File: config.mk
export PLATFORM = sky130hd
export DESIGN_NAME = uart_login_system
export DESIGN_NICKNAME = d
export VERILOG_FILES = /design/src/rtl/uart_login_pkg.sv /design/src/rtl/uart_rx.sv /design/src/rtl/uart_login_system.sv
export SDC_FILE = /design/constraint.sdc
export NUM_CORES = 1
export LEC_CHECK = 0
export CAP_MARGIN = 0
export CORE_UTILIZATION = 27
export CTS_CLUSTER_DIAMETER = 150
export DETAILED_ROUTE_END_ITERATION = 10
export RECOVER_POWER = 50
export SLEW_MARGIN = 20
export SYNTH_ARGS = -nofsm -noshare
export SYNTH_HDL_FRONTEND = slang
export SYNTH_SLANG_ARGS = --single-unit
export TNS_END_PERCENT = 5
File: constraint.sdc
create_clock -name clk -period 2.4 [get_ports clk]
set_clock_uncertainty 0.15 [all_clocks]
set_input_delay 0.72 -clock clk [delete_from_list [all_inputs] [get_ports clk]]
set_output_delay 0.72 -clock clk [all_outputs]
set_load 0.1 [all_outputs]
File: src/rtl/uart_login_pkg.sv
// Shared types and constants for the UART login checker.
// Holds the receiver/login state enums and a credential character helper.
package uart_login_pkg;

  typedef enum logic [1:0] {IDLE, START, DATA, STOP} rx_state_e;
  typedef enum logic [1:0] {USER, PASS, DONE} login_state_e;

  localparam int CRED_LEN  = 4;
  localparam int TOTAL_LEN = 8;

  // Credentials hold their first character in [31:24].
  function automatic logic [7:0] cred_char(input logic [31:0] cred, input logic [1:0] pos);
    logic [31:0] w_shifted;
    w_shifted = cred >> {~pos, 3'b000};
    return w_shifted[7:0];
  endfunction

endpackage

File: src/rtl/uart_rx.sv
// 8N1 UART receiver with a 2-flop input synchronizer and a mid-bit sampling down-counter.
// A valid stop bit publishes the byte and pulses data_valid for one cycle.
module uart_rx
  import uart_login_pkg::*;
#(
  parameter int CLKS_PER_BIT = 868
) (
  input  logic       clk,
  input  logic       rst,
  input  logic       rx,
  output logic [7:0] data_out,
  output logic       data_valid
);

  // state | meaning
  // IDLE  | line idle, waiting for a low level
  // START | timing to mid start bit, rejects glitches
  // DATA  | sampling 8 data bits LSB first
  // STOP  | sampling the stop bit

  localparam int CNT_W = $clog2(CLKS_PER_BIT);
  localparam logic [CNT_W-1:0] FULL_LOAD = CNT_W'(CLKS_PER_BIT - 1);
  localparam logic [CNT_W-1:0] HALF_LOAD = CNT_W'(CLKS_PER_BIT / 2 - 1);

  logic             r_rx_meta;
  logic             r_rx_sync;
  rx_state_e        r_state;
  rx_state_e        w_next;
  logic [CNT_W-1:0] r_cnt;
  logic [2:0]       r_bit_idx;
  logic [7:0]       r_shift;
  logic [7:0]       r_data;
  logic             r_valid;
  logic             w_tc;

  assign w_tc       = (r_cnt == '0);
  assign data_out   = r_data;
  assign data_valid = r_valid;

  always_ff @(posedge clk or negedge rst) begin
    if (!rst) begin
      r_rx_meta <= 1'b1;
      r_rx_sync <= 1'b1;
      r_state   <= IDLE;
    end else begin
      r_rx_meta <= rx;
      r_rx_sync <= r_rx_meta;
      r_state   <= w_next;
    end
  end

  always_comb begin
    w_next = r_state;
    case (r_state)
      IDLE:    if (!r_rx_sync) w_next = START;
      START:   if (w_tc) w_next = r_rx_sync ? IDLE : DATA;
      DATA:    if (w_tc && (r_bit_idx == 3'd7)) w_next = STOP;
      STOP:    if (w_tc) w_next = IDLE;
      default: w_next = IDLE;
    endcase
  end

  always_ff @(posedge clk or negedge rst) begin
    if (!rst) begin
      r_cnt     <= HALF_LOAD;
      r_bit_idx <= 3'd0;
      r_shift   <= 8'd0;
      r_data    <= 8'd0;
      r_valid   <= 1'b0;
    end else begin
      r_valid <= 1'b0;
      case (r_state)
        IDLE: r_cnt <= HALF_LOAD;
        START: begin
          if (w_tc) begin
            r_cnt     <= FULL_LOAD;
            r_bit_idx <= 3'd0;
          end else begin
            r_cnt <= r_cnt - 1'b1;
          end
        end
        DATA: begin
          if (w_tc) begin
            r_shift   <= {r_rx_sync, r_shift[7:1]};
            r_bit_idx <= r_bit_idx + 1'b1;
            r_cnt     <= FULL_LOAD;
          end else begin
            r_cnt <= r_cnt - 1'b1;
          end
        end
        STOP: begin
          if (w_tc) begin
            // A low stop bit is a framing error: drop the byte silently.
            if (r_rx_sync) begin
              r_data  <= r_shift;
              r_valid <= 1'b1;
            end
            r_cnt <= HALF_LOAD;
          end else begin
            r_cnt <= r_cnt - 1'b1;
          end
        end
        default: r_cnt <= HALF_LOAD;
      endcase
    end
  end

endmodule

File: src/rtl/uart_login_system.sv
// UART-fed credential checker: compares an 8-byte username+password stream
// against fixed credentials and raises a sticky success or fail flag.
module uart_login_system
  import uart_login_pkg::*;
#(
  parameter int          CLKS_PER_BIT = 868,
  parameter logic [31:0] USERNAME     = "user",
  parameter logic [31:0] PASSWORD     = "pass"
) (
  input  logic       clk,
  input  logic       rst,
  input  logic       rx,
  output logic [7:0] rx_data,
  output logic       rx_data_valid,
  output logic       login_success,
  output logic       login_fail
);

  // state | meaning
  // USER  | receiving username characters, idx 0..3
  // PASS  | receiving password characters, idx 4..7
  // DONE  | result held; next byte starts a fresh attempt

  localparam logic [2:0] USER_LAST = 3'(CRED_LEN - 1);
  localparam logic [2:0] LAST_IDX  = 3'(TOTAL_LEN - 1);

  logic [7:0]   w_byte;
  logic         w_valid;
  login_state_e r_state;
  login_state_e w_next;
  logic [2:0]   r_idx;
  logic         r_mismatch;
  logic         r_success;
  logic         r_fail;
  logic [7:0]   w_exp;
  logic         w_bad;

  uart_rx #(
    .CLKS_PER_BIT(CLKS_PER_BIT)
  ) u_uart_rx (
    .clk       (clk),
    .rst       (rst),
    .rx        (rx),
    .data_out  (w_byte),
    .data_valid(w_valid)
  );

  assign rx_data       = w_byte;
  assign rx_data_valid = w_valid;
  assign login_success = r_success;
  assign login_fail    = r_fail;

  // idx is 0 in DONE, so the restarting byte is checked as username char 0.
  assign w_exp = (r_idx > USER_LAST) ? cred_char(PASSWORD, r_idx[1:0])
                                     : cred_char(USERNAME, r_idx[1:0]);
  assign w_bad = (w_byte != w_exp);

  always_ff @(posedge clk or negedge rst) begin
    if (!rst) r_state <= USER;
    else      r_state <= w_next;
  end

  always_comb begin
    w_next = r_state;
    if (w_valid) begin
      case (r_state)
        USER:    if (r_idx == USER_LAST) w_next = PASS;
        PASS:    if (r_idx == LAST_IDX) w_next = DONE;
        DONE:    w_next = USER;
        default: w_next = USER;
      endcase
    end
  end

  always_ff @(posedge clk or negedge rst) begin
    if (!rst) begin
      r_idx      <= 3'd0;
      r_mismatch <= 1'b0;
      r_success  <= 1'b0;
      r_fail     <= 1'b0;
    end else if (w_valid) begin
      if (r_state == DONE) begin
        r_success  <= 1'b0;
        r_fail     <= 1'b0;
        r_mismatch <= w_bad;
        r_idx      <= 3'd1;
      end else if (r_idx == LAST_IDX) begin
        r_success  <= ~r_mismatch & ~w_bad;
        r_fail     <= r_mismatch | w_bad;
        r_mismatch <= 1'b0;
        r_idx      <= 3'd0;
      end else begin
        r_mismatch <= r_mismatch | w_bad;
        r_idx      <= r_idx + 1'b1;
      end
    end
  end

endmodule

[Word-level counts from Yosys, hierarchy flattened]
Index checks and enable logic that the tools add are counted.
Storage, ports and cells
  word-level logic and storage cells: 80
  register bits: 42
Cells by class
  shifts and indexed selects: 2
  mux-type cells: 27
  $lt $le $gt $ge: 1
  bitwise gates (word level): 5
  add/subtract/negate cells: 3
  reduce and logical (&&, ||, !) cells: 13
  equal/unequal tests: 16
Operator list (number)
  $shr A31 B5 Y8 const A: 2
  $pmux W10 S3: 1
  $mux W10: 2
  $mux W2: 7
  $mux W3: 4
  $logic_not A10 Y1: 1
  $sub A10 B1 Y10 const B: 1
  $mux W1: 9
  $reduce_and A3 Y1: 3
  $mux W8: 1
  $ne A2 B1 Y1 const B: 4
  $ne A8 B8 Y1: 1
  $pmux W2 S4: 1
  $add A3 B1 Y3 const B: 2
  $eq A2 B2 Y1 const B: 3
  $eq A3 B3 Y1 const B: 2
  $ne A2 B2 Y1 const B: 3
  $pmux W3 S2: 1
  $eq A2 B1 Y1 const B: 2
  $logic_not A2 Y1: 2
  $pmux W2 S2: 1
  $reduce_and A2 Y1: 2
  $reduce_and A4 Y1: 1
  $reduce_bool A2 Y1: 2
  8 further kinds: 9

[Logic depth before layout (Yosys ltp)]
Gate-level depths: netlist of run 1.
  depth after elaboration: 8
  gate-level depth with buffers: 8
  gate-level depth less buffers: 7

[Modules after synthesis]
From an unflattened synthesis of run 1, not the netlist that was laid out.
Second synthesis, totals
  cell total of the unflattened synthesis: 191
  area total of the unflattened synthesis: 2198.4 um2
Modules (own cells, without submodules)
  uart_rx: seq. area each 859.6 um2, area an instance 1665.3 um2, cells an instance 134, times used 1
  uart_login_system: seq. area each 200.2 um2, area an instance 533.0 um2, cells an instance 57, times used 1

[Least setup slack after synthesis of run 1]
OpenSTA, ideal clock, no wires.
  path kind: reg-to-reg
  start point: register u_uart_rx.r_data[1], in the netlist u_uart_rx.data_out[1]
  end point: register r_mismatch
  buffers on the path: 0
  cell stages (with the launch flop): 6
  required time: 2.124 ns
  period minus slack after synthesis: 2.286 ns
  slack: 0.114 ns
  arrival: 2.010 ns
  cells stage by stage: dfrtp_1 > xor2_1 > and3_1 > nor4_1 > nand3_1 > a221o_1
Between the ends
  cells in the longest elaborated chain, start to end: 4
RTL lines
  from (decl): RTL line uart_rx.sv:32  | logic [7:0] r_data;
  from (signal assigned): RTL line uart_rx.sv:95  | r_data <= r_shift;
  $ne A8 B8 Y1 (*): RTL line uart_login_system.sv:56  | assign w_bad = (w_byte != w_exp);
  $or A1 B1 Y1: RTL line uart_login_system.sv:93  | r_mismatch <= r_mismatch | w_bad;
  $mux W1: RTL line uart_login_system.sv:87  | end else if (r_idx == LAST_IDX) begin
  $mux W1 (*): RTL line uart_login_system.sv:82  | if (r_state == DONE) begin
  to (signal assigned): RTL line uart_login_system.sv:85  | r_mismatch <= w_bad;
  to (signal assigned): RTL line uart_login_system.sv:93
  to (decl): RTL line uart_login_system.sv:32  | logic r_mismatch;
Mark *: on every way between the ends. The rest lies on a longest branch, timed or not.
A chain may end at the register's enable or synchronous reset.

[Worst setup path after layout of run 1]
  start point: register u_uart_rx.r_cnt[1]
  end point: register u_uart_rx.r_shift[6]
Between the ends
  cells in the longest elaborated chain, start to end: 2
RTL lines
  from (decl): RTL line uart_rx.sv:29  | logic [CNT_W-1:0] r_cnt;
  from (signal assigned): RTL line uart_rx.sv:79  | r_cnt <= r_cnt - 1'b1;
  from (signal assigned): RTL line uart_rx.sv:88  | r_cnt <= r_cnt - 1'b1;
  from (signal assigned): RTL line uart_rx.sv:100  | r_cnt <= r_cnt - 1'b1;
  $logic_not A10 Y1: RTL line uart_rx.sv:36  | assign w_tc = (r_cnt == '0);
  $reduce_and A2 Y1 (no source line)
  to (signal assigned): RTL line uart_rx.sv:84  | r_shift <= {r_rx_sync, r_shift[7:1]};
  to (decl): RTL line uart_rx.sv:31  | logic [7:0] r_shift;
Every way passes these cells.

==> flow_metrics.py, run 1 <==
metrics = {
    "yosys": {
        "syn_inst": 190,
        "synth_top_area_share_pct": 41.1,
        "synth_edf_count": 0,
        "yosys.cell_types.count": 44,
        "ys_top_cells_by_area": "dfrtp_1 (41%), mux2_2 (9.0%), dfstp_2 (8.6%), ha_1 (7.1%), a21oi_1 (2.6%)",
        "synth_nets": 205,
        "avgSynthCellArea_um2": 11.2,
        "yosys_warnings": 0,
        "ys_top_cells_by_count": "dfrtp_1 (35), mux2_2 (17), ha_1 (12)",
        "ys_ff_latch": 42,
        "yosys.cell_count.top_type": "dfrtp_1",
        "yosys.area.top_type": "dfrtp_1",
        "async_reset_ff_share_pct": 100,
        "synth_ff_type": "dfrtp_1",
        "syn-cell-area_um2": 2130,
        "seq_area_frac_synth_pct": 49.8,
    },
    "sta": {
        "tightest_slew_ns": 1.05,
        "drv_slew": 0,
        "fmaxAchievable_mhz": 442,
        "finalCriticalPeriod_ns": 2.26,
        "relSlewSlack_pct": 30.3,
        "period_share_pct": 94.2,
        "fin_setup_tns_ns": 0,
        "hold_viol_final": 0,
        "finalSetupViolations": 0,
        "rsz0062_at_grt": "false",
    },
    "grt": {
        "antenna_found_initial": 0,
        "grt-ovfl-total": 0,
        "grt_util_all_layers_pct": 9.88,
        "grt_pass1_vias": 1473,
        "grt_pass1_wl_mm": 6.68,
        "grt_max_degree": 43,
    },
    "pwr": {
        "p_switching_uw": 255,
        "p_per_area_nw_per_um2": 489,
        "switching_share_pct": 20.0,
        "total_power_mw": 1.28,
        "max-vdd-ir-drop_uv": 289,
        "intPower_mw": 1.02,
        "power_frac_comb_pct": 1.2,
        "cellLeakagePower_nw": 1.18,
        "seqPwrFrac_pct": 55.7,
        "pwr-share-clk_pct": 43.1,
    },
    "placed_design": {
        "gp_congestion": 0.787,
        "hpwl_mm": 2.69,
        "placement.io_buffers": 13,
    },
    "setup_path": {
        "endpoint": "u_uart_rx.r_shift[6]$_DFFE_PN0P_",
        "cp.required_ns": 2.42,
        "crit_chain": "inv_1, ha_1, or4b_4, or3_4, nor2_4, mux2_2",
        "endpoint_kind": "register",
        "r2r-end": "u_uart_rx.r_shift[6]$_DFFE_PN0P_",
        "path_buf_inv": 1,
        "crit_type": "reg2reg",
        "r2r_cells": 6,
        "critical_path.max_stage_delay_ns": 0.49,
        "worst-r2r-setup-slack_ns": 0.14,
        "crit_start": "u_uart_rx.r_cnt[1]$_DFF_PN0_",
        "critPathLaunchType": "register",
        "reg2reg_from": "u_uart_rx.r_cnt[1]$_DFF_PN0_",
        "cp_top_family": "simple AND/OR/NAND/NOR gates",
        "crit_arrival_ns": 2.28,
        "crit_path_top_delay_cell": "or4b_4",
        "crit_fanout": 5,
        "path_depth": 6,
    },
    "cells_and_area": {
        "drive_gt1_share_pct": 28.2,
        "n_antenna_cell": 0,
        "nets": 227,
        "syn_to_final_growth_pct": 22.7,
    },
    "detailed_routing": {
        "post_drt_wl_per_cell_um": 12.0,
        "num_vias": 1478,
        "vias_per_cell": 4.69,
        "wirelength_mm": 3.77,
        "drtIter0Drc": 38,
        "drc_errors": 0,
        "first_pass_iters": 4,
        "antenna_left": 0,
    },
    "floorplanning": {
        "chipHeight_um": 90.8,
        "rows": 32,
        "num_io_pins": 14,
        "core_um2": 7690,
        "initial_utilization_pct": 27.7,
        "die-area_um2": 8250,
        "die_x_um": 90.8,
    },
    "min_path": {
        "hp-class": "reg2reg",
    },
    "clocking": {
        "cts.clk_slew.worst_paths_ns": 0.08,
        "cts.sinks": 42,
        "cts_tree": "yes",
        "cts.root.buffer_cell": "clkbuf_8",
        "worstSkewPairLatency_ns": 0.28,
        "cts-htree-levels": 2,
        "cts_buffer_depth": 2,
        "numCtsBuffers": 5,
    },
    "run_status": {
        "status": "finished, final reports clean",
    },
    "flow_run": {
        "cap_violations": 0,
    },
}
-- area by class of cell --
type	count	area, um^2
Multi-Input combinational cell	131	993
Sequential cell	42	1060
Clock inverter	2	37.5
Clock buffer	6	72.6
Tap cell	102	128
Fill cell	782	5070
Inverter	11	41.3
Timing Repair Buffer	21	280
-- registers in the layout (all words and copies together) (netlist names), named ones only --
register and flops:
login_fail 1, login_success 1, r_idx 3, r_mismatch 1, r_state 2, u_uart_rx.data_out 8, u_uart_rx.data_valid 1, u_uart_rx.r_bit_idx 3
u_uart_rx.r_cnt 10, u_uart_rx.r_rx_meta 1, u_uart_rx.r_rx_sync 1, u_uart_rx.r_shift 8, u_uart_rx.r_state 1
-- through the flow --
step                      cells  cell area [um^2]  utilization [%]  worst slack, ns  hold WS (ns)
after global placement      307              2490             32.5            0.136         0.197
after floorplan             190              2130                -            0.114         0.195
final                       315              2610             34.0            0.139         0.209
after CTS                   315              2610             33.9           0.0829         0.210
after detailed placement    307              2490             32.5           0.0917         0.198
after global routing        315              2610             34.0           0.0271         0.211
-- worst min-delay path by stage --
stage	from	endpoint	slack (ns)	cells after the start
after floorplan	u_uart_rx.r_rx_meta$_DFF_PN1_	u_uart_rx.r_rx_sync$_DFF_PN1_	0.20	0
after global placement	u_uart_rx.r_rx_meta$_DFF_PN1_	u_uart_rx.r_rx_sync$_DFF_PN1_	0.20	0
after detailed placement	u_uart_rx.r_rx_meta$_DFF_PN1_	u_uart_rx.r_rx_sync$_DFF_PN1_	0.20	0
after CTS	u_uart_rx.r_rx_meta$_DFF_PN1_	u_uart_rx.r_rx_sync$_DFF_PN1_	0.21	0
after global routing	u_uart_rx.r_rx_meta$_DFF_PN1_	u_uart_rx.r_rx_sync$_DFF_PN1_	0.21	0
final	u_uart_rx.r_rx_meta$_DFF_PN1_	u_uart_rx.r_rx_sync$_DFF_PN1_	0.21	0
-- placed cells by master (no fill, tap or decap), types with 3 or more instances in the layout --
master | synthesis | layout
dfrtp_1 | 35 | 35
mux2_2 | 17 | 17
ha_1 | 12 | 12
inv_1 | 11 | 11
a21oi_1 | 11 | 11
nand2_1 | 11 | 11
buf_12 | 0 | 10
nor2_1 | 9 | 9
buf_4 | 0 | 8
dfstp_2 | 7 | 7
o21ai_0 | 6 | 6
nor3_1 | 6 | 5
xnor2_1 | 5 | 5
nand3_1 | 5 | 5
clkbuf_8 | 0 | 5
xor2_1 | 4 | 4
nor4_1 | 3 | 3
or2_2 | 3 | 3
and3_1 | 3 | 3
-- logic make-up after synthesis --
family	after synthesis	synth area share, %
compound gates	37	11.6
xor+xnor	9	3.70
fa+ha+maj	12	7.05
buf+inv	17	4.05
flops	42	49.8
mux	18	9.46
simple gates	55	14.4
-- what timing repair did --
item | in CTS | in global routing
gates resized for setup | 0 | 2
buffers inserted | 0 | 0
endpoints found under the setup margin | 0 | 9
hold buffers | 0 | 0
-- per-layer routing --
metal  GRT usage, %  vias to the layer above  routed length [um]  share of wire (%)
li1               -                      718                   -                  -
met1           13.2                      739                1860                 49
met2           15.8                       19                1790                 48
met3           2.86                        2                 105                2.8
met4           2.12                        0                  12               0.32
met5              0                        -                   0                  0
-- power by group through the flow --
stage               Combinational [mW]  Clock, mW  Sequential [mW]
floorplan                    0.0000414          0            0.725
global placement                0.0179          0            0.726
detailed placement              0.0185          0            0.726
CTS                             0.0184      0.576            0.712
global route                    0.0193      0.601            0.712
finish                          0.0159      0.550            0.712
Power figures use the tool's default switching activity.
==> run 2: changes to the inputs <==
Settings changed: SKIP_CTS_REPAIR_TIMING set to 1.
==> results of run 2 <==
Final layout, timing and power as in run 1 (identical DEF).
==> run 3: changes to the inputs <==
Settings changed: CORE_ASPECT_RATIO set to 1.4.
==> run 3 against run 2 <==
Effect of this change: count of clock-buffer cells in the layout is 1 lower; sequential power hardly changed; critical path type unchanged; first-iteration DRC count rose by 89%; highest routed layer unchanged.
==> flow_metrics.py, run 3 (same netlist as run 1, synthesis figures left out) <==
metrics = {
    "run_status": {
        "status": "finished, final reports clean",
    },
    "clocking": {
        "numCtsBuffers": 5,
        "worstSkewPairLatency_ns": 0.29,
        "cts-htree-levels": 2,
        "cts.sinks": 42,
        "cts_buffer_depth": 2,
        "cts.root.buffer_cell": "clkbuf_8",
        "cts_tree": "yes",
        "cts.clk_slew.worst_paths_ns": 0.09,
    },
    "sta": {
        "finalCriticalPeriod_ns": 2.29,
        "drv_slew": 0,
        "finalSetupViolations": 0,
        "tightest_slew_ns": 1.02,
        "fmaxAchievable_mhz": 437,
        "relSlewSlack_pct": 32.3,
        "hold_viol_final": 0,
        "fin_setup_tns_ns": 0,
        "rsz0062_at_grt": "false",
        "period_share_pct": 95.4,
    },
    "placed_design": {
        "hpwl_mm": 2.83,
        "dp_cells": 305,
        "placement.io_buffers": 13,
        "detailed_place.area_um2": 2490,
        "gp_congestion": 0.837,
    },
    "grt": {
        "grt_pass1_wl_mm": 6.65,
        "grt-ovfl-total": 0,
        "grt_max_degree": 43,
        "grt_util_all_layers_pct": 9.97,
        "antenna_found_initial": 0,
        "grt_pass1_vias": 1500,
    },
    "cells_and_area": {
        "largest_reg_flops": 10,
        "fillCellCount": 792,
        "n_antenna_cell": 0,
        "layout_common_cells": "dfrtp_1 (35), mux2_2 (17), ha_1 (12)",
        "fin_area_um2": 2590,
        "fin_cells": 313,
        "largest-register": "u_uart_rx.r_cnt",
        "syn_to_final_growth_pct": 21.7,
        "nets": 227,
        "drive_gt1_share_pct": 28.6,
        "final_common_cell": "dfrtp_1",
        "utilization_pct": 33.7,
    },
    "pwr": {
        "cellLeakagePower_nw": 1.18,
        "p_per_area_nw_per_um2": 462,
        "max-vdd-ir-drop_uv": 194,
        "total_power_mw": 1.20,
    },
    "detailed_routing": {
        "drc_errors": 0,
        "vias_per_cell": 4.71,
        "num_vias": 1474,
        "post_drt_wl_per_cell_um": 12.1,
        "wirelength_mm": 3.80,
        "antenna_left": 0,
        "drtIter0Drc": 72,
        "first_pass_iters": 4,
    },
    "floorplanning": {
        "die-area_um2": 8250,
        "core_um2": 7700,
        "die_x_um": 77.1,
        "num_io_pins": 14,
        "rows": 38,
        "initial_utilization_pct": 27.6,
        "chipHeight_um": 107,
    },
    "setup_path": {
        "crit_path_top_delay_cell": "or4b_4",
        "crit_fanout": 5,
        "r2r_cells": 7,
        "critical_path.max_stage_delay_ns": 0.49,
        "endpoint_kind": "register",
        "crit_type": "reg2reg",
        "worst-r2r-setup-slack_ns": 0.11,
        "crit_chain": "inv_1, ha_1, or4b_4, or3_1, a21oi_2, a21oi_1, or2_1",
        "critPathLaunchType": "register",
        "cp.required_ns": 2.47,
        "crit_arrival_ns": 2.36,
    },
    "min_path": {
        "hp-class": "reg2reg",
        "hold_depth": 0,
    },
    "flow_run": {
        "cap_violations": 0,
    },
}
==> run 3: cell types whose count changed in the layout (fill, tap and decap cells not counted), sizes merged <==
| cell | delta |
|---|---|
| bufinv | -1 |
| clkbuf | -1 |
| clkinv | +1 |
| inv | +1 |
==> run 3: critical path: cells and delay by family (launching register included) <==
kind | cells | cell delay [ns]
buffers and inverters | 1 | 0.08
AOI/OAI and AO/OA | 2 | 0.30
and+or+nand+nor | 3 | 1.17
DFF | 1 | 0.40
adders and majority gates | 1 | 0.13
==> run 3: path summary, 6_finish.rpt <==
path / startpoint / endpoint
min in group asynchronous: rst / r_idx[2]$_DFFE_PN0P_
hold / removal: u_uart_rx.r_rx_meta$_DFF_PN1_ / u_uart_rx.r_rx_sync$_DFF_PN1_
setup reg to reg: u_uart_rx.r_cnt[1]$_DFF_PN0_ / u_uart_rx.r_cnt[7]$_DFF_PN1_
max in group asynchronous: rst / r_mismatch$_DFFE_PN0P_
setup / recovery: u_uart_rx.r_cnt[1]$_DFF_PN0_ / u_uart_rx.r_cnt[7]$_DFF_PN1_
hold reg to reg: u_uart_rx.r_rx_meta$_DFF_PN1_ / u_uart_rx.r_rx_sync$_DFF_PN1_
==> run 3: layout make-up <==
type	count	area [um^2]	area share [%]
clock inverter	3	25.0	0.965
timing repair buffer	21	280	10.8
inverter	11	41.3	1.59
clock buffer	5	68.8	2.65
sequential	42	1060	40.9
multi-input combinational	131	992	38.3
tap	100	125	4.83
==> run 3: layer usage <==
metal  vias to the layer above  global-route usage (%)  share of wire, %
li1                        720                       -                 -
met1                       728                    10.9                43
met2                        20                    18.8                53
met3                         6                    2.72               2.4
met4                         0                    2.29               1.4
met5                         -                       0                 0
==> run 3: per-stage QoR <==
step | hold WS [ns] | setup WS [ns]
after floorplan | 0.195 | 0.114
after global placement | 0.196 | 0.156
after detailed placement | 0.197 | 0.137
after CTS | 0.210 | 0.122
after global routing | 0.215 | 0.00391
final | 0.210 | 0.110
==> run 3: power breakdown <==
group          internal, mW  switching (mW)
clock network         0.210           0.260
logic               0.00219          0.0134
registers             0.711         0.00124
